$ cat src/rtl/piso_tx_pkg.sv
// Shared types and helpers for the round-robin PISO transmit scheduler.
// Widths derive from the requester count and word size of each instance.
package piso_tx_pkg;

   typedef enum logic [1:0] {
      IDLE  = 2'd0,
      SHIFT = 2'd1,
      GAP   = 2'd2,
      PAR   = 2'd3
   } state_t;

   localparam int unsigned MAX_REQ = 32;
   localparam int unsigned GAP_W   = 4;

   function automatic int unsigned src_w(input int unsigned n);
      return (n > 1) ? $clog2(n) : 1;
   endfunction

   // Counter needs one spare code so the parity beat fits after the data bits.
   function automatic int unsigned cnt_w(input int unsigned d);
      return $clog2(d + 1);
   endfunction

   // One-hot grant to the first valid requester at or above ptr, wrapping at n.
   function automatic logic [MAX_REQ-1:0] rr_grant(input logic [MAX_REQ-1:0] valid,
                                                   input int unsigned         ptr,
                                                   input int unsigned         n);
      logic [MAX_REQ-1:0] g;
      logic               found;
      int unsigned        idx;
      g     = '0;
      found = 1'b0;
      for (int unsigned k = 0; k < MAX_REQ; k++) begin
         idx = ptr + k;
         if (idx >= n) idx = idx - n;
         if (k < n && !found && valid[idx[4:0]]) begin
            g[idx[4:0]] = 1'b1;
            found       = 1'b1;
         end
      end
      return g;
   endfunction

endpackage

$ cat src/rtl/piso_tx_scheduler_shift_dp.sv
// Right-shift serializer datapath: parallel load, LSB-first shift with zero fill.
module piso_shift_dp #(
   parameter int unsigned DATA_W = 4
) (
   input  logic              clk,
   input  logic              reset,
   input  logic              load,
   input  logic [DATA_W-1:0] load_data,
   input  logic              shift_en,
   output logic              s_bit
);

   logic [DATA_W-1:0] sr_q;
   logic [DATA_W-1:0] sr_d;

   always_comb begin
      sr_d = sr_q;
      if (load) begin
         sr_d = load_data;
      end else if (shift_en) begin
         sr_d = {1'b0, sr_q[DATA_W-1:1]};
      end
   end

   always_ff @(posedge clk or posedge reset) begin
      if (reset) begin
         sr_q <= '0;
      end else begin
         sr_q <= sr_d;
      end
   end

   assign s_bit = sr_q[0];

endmodule

$ cat src/rtl/piso_tx_scheduler.sv
// Round-robin scheduler sharing one PISO serializer among NUM_REQ requesters.
// Define PISO_TX_PARITY_EN to append an even-parity bit to each frame.
module piso_tx_scheduler
   import piso_tx_pkg::*;
#(
   parameter int unsigned NUM_REQ    = 4,
   parameter int unsigned DATA_W     = 4,
   parameter int unsigned GAP_CYCLES = 1
) (
   input  logic                       clk,
   input  logic                       reset,
   input  logic [NUM_REQ-1:0]         req_valid,
   input  logic [NUM_REQ*DATA_W-1:0]  req_data,
   output logic [NUM_REQ-1:0]         req_ready,
   output logic                       s_out,
   output logic                       s_valid,
   output logic                       s_first,
   output logic                       s_last,
   output logic [$clog2(NUM_REQ)-1:0] s_src,
   output logic                       busy
);

   localparam int unsigned SRC_W = src_w(NUM_REQ);
   localparam int unsigned CNT_W = cnt_w(DATA_W);
   localparam logic [CNT_W-1:0] CNT_LAST = CNT_W'(DATA_W - 1);
   localparam logic [GAP_W-1:0] GAP_LAST = GAP_W'((GAP_CYCLES > 0) ? GAP_CYCLES - 1 : 0);

   state_t             state_q, state_d;
   logic [SRC_W-1:0]   ptr_q, ptr_d;
   logic [SRC_W-1:0]   src_q, src_d;
   logic [CNT_W-1:0]   cnt_q, cnt_d;
   logic [GAP_W-1:0]   gap_q, gap_d;
`ifdef PISO_TX_PARITY_EN
   logic               par_q, par_d;
`endif

   logic [MAX_REQ-1:0] grant_full;
   logic [SRC_W-1:0]   grant_idx;
   logic [DATA_W-1:0]  sel_word;
   logic               hs;
   logic               dp_bit;

   assign grant_full = rr_grant(MAX_REQ'(req_valid), 32'(ptr_q), NUM_REQ);

   always_comb begin
      grant_idx = '0;
      for (int i = 0; i < MAX_REQ; i++) begin
         if (grant_full[i]) grant_idx = SRC_W'(i);
      end
   end

   // Grant is offered only while idle and never while reset is held.
   assign req_ready = (state_q == IDLE && !reset) ? grant_full[NUM_REQ-1:0] : '0;
   assign hs        = |(req_valid & req_ready);
   assign sel_word  = req_data[grant_idx*DATA_W +: DATA_W];

   always_comb begin
      state_d = state_q;
      ptr_d   = ptr_q;
      src_d   = src_q;
      cnt_d   = cnt_q;
      gap_d   = gap_q;
`ifdef PISO_TX_PARITY_EN
      par_d   = par_q;
`endif
      case (state_q)
         IDLE: begin
            if (hs) begin
               ptr_d   = (grant_idx == SRC_W'(NUM_REQ - 1)) ? '0 : grant_idx + SRC_W'(1);
               src_d   = grant_idx;
               cnt_d   = '0;
               state_d = SHIFT;
`ifdef PISO_TX_PARITY_EN
               par_d   = ^sel_word;
`endif
            end
         end
         SHIFT: begin
            cnt_d = cnt_q + CNT_W'(1);
            gap_d = '0;
            if (cnt_q == CNT_LAST) begin
`ifdef PISO_TX_PARITY_EN
               state_d = PAR;
`else
               state_d = (GAP_CYCLES == 0) ? IDLE : GAP;
`endif
            end
         end
`ifdef PISO_TX_PARITY_EN
         PAR: begin
            state_d = (GAP_CYCLES == 0) ? IDLE : GAP;
         end
`endif
         GAP: begin
            gap_d = gap_q + GAP_W'(1);
            if (gap_q == GAP_LAST) state_d = IDLE;
         end
         default: state_d = IDLE;
      endcase
   end

   always_ff @(posedge clk or posedge reset) begin
      if (reset) begin
         state_q <= IDLE;
         ptr_q   <= '0;
         src_q   <= '0;
         cnt_q   <= '0;
         gap_q   <= '0;
`ifdef PISO_TX_PARITY_EN
         par_q   <= 1'b0;
`endif
      end else begin
         state_q <= state_d;
         ptr_q   <= ptr_d;
         src_q   <= src_d;
         cnt_q   <= cnt_d;
         gap_q   <= gap_d;
`ifdef PISO_TX_PARITY_EN
         par_q   <= par_d;
`endif
      end
   end

   piso_shift_dp #(.DATA_W(DATA_W)) u_shift_dp (
      .clk       (clk),
      .reset     (reset),
      .load      (hs),
      .load_data (sel_word),
      .shift_en  (state_q == SHIFT),
      .s_bit     (dp_bit)
   );

   assign s_first = (state_q == SHIFT) && (cnt_q == '0);
   assign s_src   = src_q;
   assign busy    = (state_q != IDLE);

`ifdef PISO_TX_PARITY_EN
   assign s_valid = (state_q == SHIFT) || (state_q == PAR);
   assign s_out   = (state_q == SHIFT) ? dp_bit : ((state_q == PAR) ? par_q : 1'b0);
   assign s_last  = (state_q == PAR);
`else
   assign s_valid = (state_q == SHIFT);
   assign s_out   = (state_q == SHIFT) ? dp_bit : 1'b0;
   assign s_last  = (state_q == SHIFT) && (cnt_q == CNT_LAST);
`endif

endmodule
$ cat config.mk
export PLATFORM = sky130hd
export DESIGN_NAME = piso_tx_scheduler
export DESIGN_NICKNAME = d
export VERILOG_FILES = /design/src/rtl/piso_tx_pkg.sv /design/src/rtl/piso_tx_scheduler_shift_dp.sv /design/src/rtl/piso_tx_scheduler.sv
export SDC_FILE = /design/constraint.sdc
export NUM_CORES = 1
export LEC_CHECK = 0
export ABC_AREA = 0
export BUFFER_PORTS_ARGS = -buffer_cell sky130_fd_sc_hd__buf_2
export CAP_MARGIN = 5
export CORE_MARGIN = 4
export CORE_UTILIZATION = 30
export DETAILED_ROUTE_END_ITERATION = 10
export RECOVER_POWER = 50
export SYNTH_ARGS = -nofsm -noshare
export SYNTH_HDL_FRONTEND = slang
export SYNTH_HIERARCHICAL = 1
export SYNTH_SLANG_ARGS = --single-unit
$ cat constraint.sdc
create_clock -name clk -period 3.29 [get_ports clk]
set_input_delay 0.1645 -clock clk [delete_from_list [all_inputs] [get_ports clk]]
set_output_delay 0.1645 -clock clk [all_outputs]
set_load 0.02 [all_outputs]
---- After elaboration in Yosys (flattened, before gate mapping) ----
Cells that the tools add are included.
word-level totals
  bits in registers ....................... 17
  input bits .............................. 22
  output and inout port bits .............. 11
operators by class
  $add $sub $neg .......................... 10
  magnitude comparators ................... 12
  equal/unequal tests ..................... 7
  shift-type cells ........................ 1
  muxes and demuxes ....................... 70
  bitwise operators ....................... 4
  reductions and logical operators ........ 25
operators with widths
  kind                                                                   count
  32-bit 2-to-1 mux                                                      4
  32-bit OR                                                              3
  2-bit 2-to-1 mux                                                       34
  5-bit by 6-bit < comparator with 1-bit output, second input constant   4
  1-bit binary-select mux with 5-bit select                              4
  1-bit demux with 5-bit select                                          4
  5-bit by 1-bit >= comparator with 1-bit output, second input constant  4
  5-bit 2-to-1 mux                                                       4
  16-bit by 5-bit variable part select with 4-bit output                 1
  1-bit 2-to-1 mux                                                       13
  4-bit 2-to-1 mux                                                       3
  3-bit by 3-bit subtractor with 4-bit output, second input constant     3
  1-bit logical AND                                                      10
  3-bit >= comparator, second input constant                             3
  4-bit case mux with 2 select lines                                     1
  2-bit nonzero test                                                     4
  2-bit by 2-bit adder with 3-bit output, second input constant          2
  2-bit case mux with 3 select lines                                     1
  3-bit case mux with 2 select lines                                     1
  4-bit by 1-bit adder with 4-bit output, second input constant          1
  4-bit bitwise AND                                                      1
  2-bit == test, second input constant                                   2
  1-bit zero test                                                        4
  4-bit zero test                                                        1
  other kinds (15)                                                       17

---- Longest topological paths before layout ----
  word-level depth ........................ 47
  mapped depth ............................ 13

---- Modules after synthesis ----
The synthesis kept the hierarchy.
by module, submodules not included
  module             times used  cells each  area each (sq um)
  piso_tx_scheduler  1           172         1549.0
  piso_shift_dp      1           17          175.2

---- Worst setup path before layout ----
No wires, ideal clock.
  path kind ............................... reg2reg
  from .................................... reg ptr_q[0]
  to ...................................... reg u_shift_dp.sr_q[3]
  arrival ................................. 3345 ps
  path slack .............................. -140 ps
  stages on the path, launching flop included .. 14
  path buffers ............................ 2
  period minus slack after synthesis ...... 3430 ps
  cell sequence ........................... dfrtp_1 -> buf_6 -> inv_1 -> ha_1 -> mux2_2 -> a32oi_1 -> a2111oi_4 -> a2111o_1 -> and3_1 -> buf_6 -> nor4_4 -> inv_1 -> nand2b_1 -> o21ai_0
RTL lines
  element                                                                                 RTL line                          RTL
  start, declared                                                                         piso_tx_scheduler.sv:29           logic [SRC_W-1:0] ptr_q, ptr_d;
  start signal, assigned                                                                  piso_tx_scheduler.sv:114          ptr_q <= ptr_d;
  branches (longest 13 deep; another with 5-bit by 6-bit < comparator with 1-bit output)  n/a
  32-bit 2-to-1 mux *                                                                     piso_tx_pkg.sv:36                 if (k < n && !found && valid[idx[4:0]]) begin
  4-bit 2-to-1 mux *                                                                      piso_tx_scheduler.sv:53           assign req_ready = (state_q == IDLE && !reset) ? grant_full[NUM_REQ-1:0] : '0;
  4-bit bitwise AND *                                                                     piso_tx_scheduler.sv:54           assign hs = |(req_valid & req_ready);
  4-bit OR reduction *                                                                    piso_tx_scheduler.sv:54
  net hs                                                                                  piso_tx_scheduler.sv:40           logic hs;
  4-bit 2-to-1 mux or 2-bit nonzero test (tied branches)                                  n/a
  end signal, assigned                                                                    piso_tx_scheduler_shift_dp.sv:29  sr_q <= sr_d;
  end, declared                                                                           piso_tx_scheduler_shift_dp.sv:13  logic [DATA_W-1:0] sr_q;
Mark *: on every way through the listed nets, which the timed path passes. The select of a mux whose other input is x is not followed.
A chain may end at the register's enable or synchronous reset.

---- Worst setup path in the final report ----
  from .................................... reg ptr_q[1]
  to ...................................... reg ptr_q[0]
on the way
  cells in the longest elaborated chain, start to end .. 47
RTL lines
  element                                                                                 RTL line                 RTL
  branches (longest 13 deep; another with 5-bit by 6-bit < comparator with 1-bit output)  n/a
  32-bit 2-to-1 mux *                                                                     piso_tx_pkg.sv:36
  1-bit 2-to-1 mux                                                                        piso_tx_scheduler.sv:48  if (grant_full[i]) grant_idx = SRC_W'(i);
  2-bit 2-to-1 mux (30 in a row)                                                          piso_tx_scheduler.sv:48
  2-bit by 1-bit adder with 2-bit output or 2-bit == test (tied branches)                 piso_tx_scheduler.sv:69  ptr_d = (grant_idx == SRC_W'(NUM_REQ - 1)) ? '0 : grant_idx + SRC_W'(1);
  2-bit 2-to-1 mux                                                                        piso_tx_scheduler.sv:69
Mark *: on every way between the ends. The select of a mux whose other input is x is not followed.

==> qor.txt <==
status = completed
depth of the CTS H-tree = 1
PwrDens = 1040 nW/um^2
Fin. Hold Viols = 0
vias in the first global route = 1493
largest net degree at the start of global routing = 15
dpl hpwl = 3210 microns
max_slew headroom = 60.3%
IO Port Bufs = 32
final setup fails = 0
Sw Pwr = 0.00105 W
crit path kind = flop to flop
dpl cells = 301
first-pass GRT wire length = 6780 microns
hold path start = req_data[5]
Post-synth EDFFs = 0
final worst path period need = 3.19 ns
Clock transition at path regs = 0.07 ns
Yosys cell types = 48
Combinational Power Share = 77.5%
Clk Tree Root Cell = clkbuf_8
Core Footprint = 5540 sq um
GRT Residual Overflow = 0
DIE HEIGHT = 83.8 microns
Die X = 83.8 microns
reg2reg end = ptr_q[0]$_DFFE_PP0P_
ys async rst share = 100%
RR Startpoint = ptr_q[1]$_DFFE_PP0P_
I/O pin cnt = 33
initial antenna violation count = 0
Clk Latency, worst-skew pair = 0.25 ns
DR WL/cell = 13.0 microns
ys flop type = dfrtp_1
clk_skew = 0.000531 ns
Worst Reg-to-Reg Cells = 10
Mapped Nets = 227
synth cell count leaders = inv_1 (24), dfrtp_1 (17), ha_1 (16)
Synthesis Warnings = 6
CP endpoint kind = flop
Total GRT Usage = 11.4%
Setup TNS = 0 ns
Critical Path End = ptr_q[0]$_DFFE_PP0P_
Hold Crit Class = primary input to flop
TritonRoute pass-1 iters = 4
Sw Share = 47.6%
part of the power in registers = 15.0%
Synth top area share = 24.7%
Mean Syn Cell Area = 9.12 sq um
Vias = 1541
Static Leak = 1.05 nW
Gate Count Post-Synth = 189
VDD IR max = 414 uV
Sink Count = 17
clock power share = 7.5%
Layout Nets = 275
max cap viols = 0
Total Power = 0.00221 W
Worst Path Arrival = 3.33 ns
fmax = 314 MHz
post-route ant nets = 0
Netlist Area Pre-Place = 1720 sq um
RD Place Congestion = 0.815
critical path peak fanout = 7
post-DR vias/cell = 5.00
Die Area = 7020 sq um
final max-slew violation count = 0
overall routed net length = 4000 microns
Synth area leader = dfrtp_1
critical path required time = 3.44 ns
Final period util = 96.9%
Fill cells = 590
Non-Filler Instances = 308
1st-iter DRT viols = 33
Worst Setup SP = ptr_q[1]$_DFFE_PP0P_
# DRC = 0
Worst setup SP type = flop
number of CTS-inserted buffers = 3
CTS tree = built
Starting Density = 31.1%
Row Count = 27
clk buf depth = 2
reg2reg setup slack = 0.10 ns
P_int = 0.00116 W
Yosys reg bits = 17
n_diodes = 0
top post-synthesis cells by area = dfrtp_1 (25%), ha_1 (12%), mux2i_1 (7.0%), inv_1 (5.2%), nor2b_1 (3.6%)
most instantiated library cell after synthesis = inv_1
Seq/Total Area, Yosys = 24.7%
share of cells above drive strength 1 = 27.5%
Slew @ Worst Pin = 0.595 ns
P&R area growth vs syn = 22.9%
[layout make-up]
cell class | count | area, sq um | share of cell area, %
Timing Repair Buffer | 46 | 264 | 12.5
Multi-Input combinational cell | 145 | 1200 | 56.7
Clock buffer | 3 | 41.3 | 1.95
Inverter | 24 | 90.1 | 4.25
Clock inverter | 1 | 7.51 | 0.354
Sequential cell | 17 | 425 | 20.1
Tap cell | 72 | 90.1 | 4.25
[cells by family (layout without fill, tap and decap cells)]
group | Yosys count | in the layout | share of synthesized area [%]
flops | 17 | 17 | 24.7
buf+inv | 27 | 74 | 6.97
mux | 19 | 19 | 13.9
simple gates | 70 | 70 | 23.5
compound gates | 40 | 40 | 19.3
fa+ha+maj | 16 | 16 | 11.6
[power groups by stage]
stage               combinational (W)  clock, W  sequential, W
floorplan                     0.00121         0       0.000345
global placement              0.00169         0       0.000335
detailed placement            0.00169         0       0.000334
CTS                           0.00170  0.000170       0.000332
global route                  0.00190  0.000182       0.000342
finish                        0.00171  0.000166       0.000331
[worst min path at each step]
stage                                endpoint  slack [ns]  depth (start not counted)
6_report       u_shift_dp/sr_q[1]$_DFFE_PP0P_        0.28                          4
5_1_grt        u_shift_dp/sr_q[2]$_DFFE_PP0P_        0.31                          4
4_1_cts        u_shift_dp/sr_q[1]$_DFFE_PP0P_        0.28                          4
3_5_place_dp   u_shift_dp/sr_q[0]$_DFFE_PP0P_        0.07                          2
3_3_place_gp   u_shift_dp/sr_q[3]$_DFFE_PP0P_        0.07                          2
2_1_floorplan  u_shift_dp/sr_q[0]$_DFFE_PP0P_       -0.07                          1
[stage by stage]
step           hold slack, ns  utilization (%)  worst slack (ns)  instance area, sq um
2_1_floorplan         -0.0694                -            0.0331                  1740
3_3_place_gp           0.0742             36.9             0.144                  2050
3_5_place_dp           0.0736             36.9             0.111                  2050
4_1_cts                 0.277             38.0            0.0871                  2110
5_1_grt                 0.307             38.3           -0.0128                  2120
6_report                0.280             38.3             0.103                  2120
[sequential cells by signal, summed over array words and instances, names as in the netlist]
register and count:
gap_q 4, s_src 2, u_shift_dp/sr_q 4, cnt_q 3, state_q 2, ptr_q 2
[worst max-delay path: stages (launching register included)]
cell and delay [ns]:
dfrtp_1 0.40, inv_1 0.10, ha_4 0.31, mux2_2 0.34
a32oi_2 0.24, a2111oi_4 0.08, a2111o_1 0.46, and3_2 0.30
nor4_4 0.36, buf_4 0.19, mux2_4 0.29
[repair_timing]
action                     CTS  global route
hold buffers                 1             0
buffers inserted             0             2
hold endpoints to repair     4             0
resized for setup            0             2
setup endpoints to repair    0             5
[layer usage]
metal	GRT usage [%]	wire, microns
met3	2.27	165
met4	2.49	0
met5	0	0
met2	19.1	1880
met1	15.2	1960
[layout by cell type (no fill, tap or decap), types with 3 or more instances in the layout]
cell       instances
nor2_1            12
clkbuf_1           3
o21ai_0            7
nand3_1            4
and3_1             3
a211oi_1           4
buf_2             29
nand2_1           15
clkbuf_8           3
ha_1              15
and2_1             3
nand2b_1           7
dfrtp_1           17
a221o_1            4
o21ai_1            3
nor2b_1           10
mux2_2             3
a21oi_1            3
o2bb2ai_1          3
inv_1             23
buf_4             13
mux2i_1           12
(Power assumes the default switching activity.)
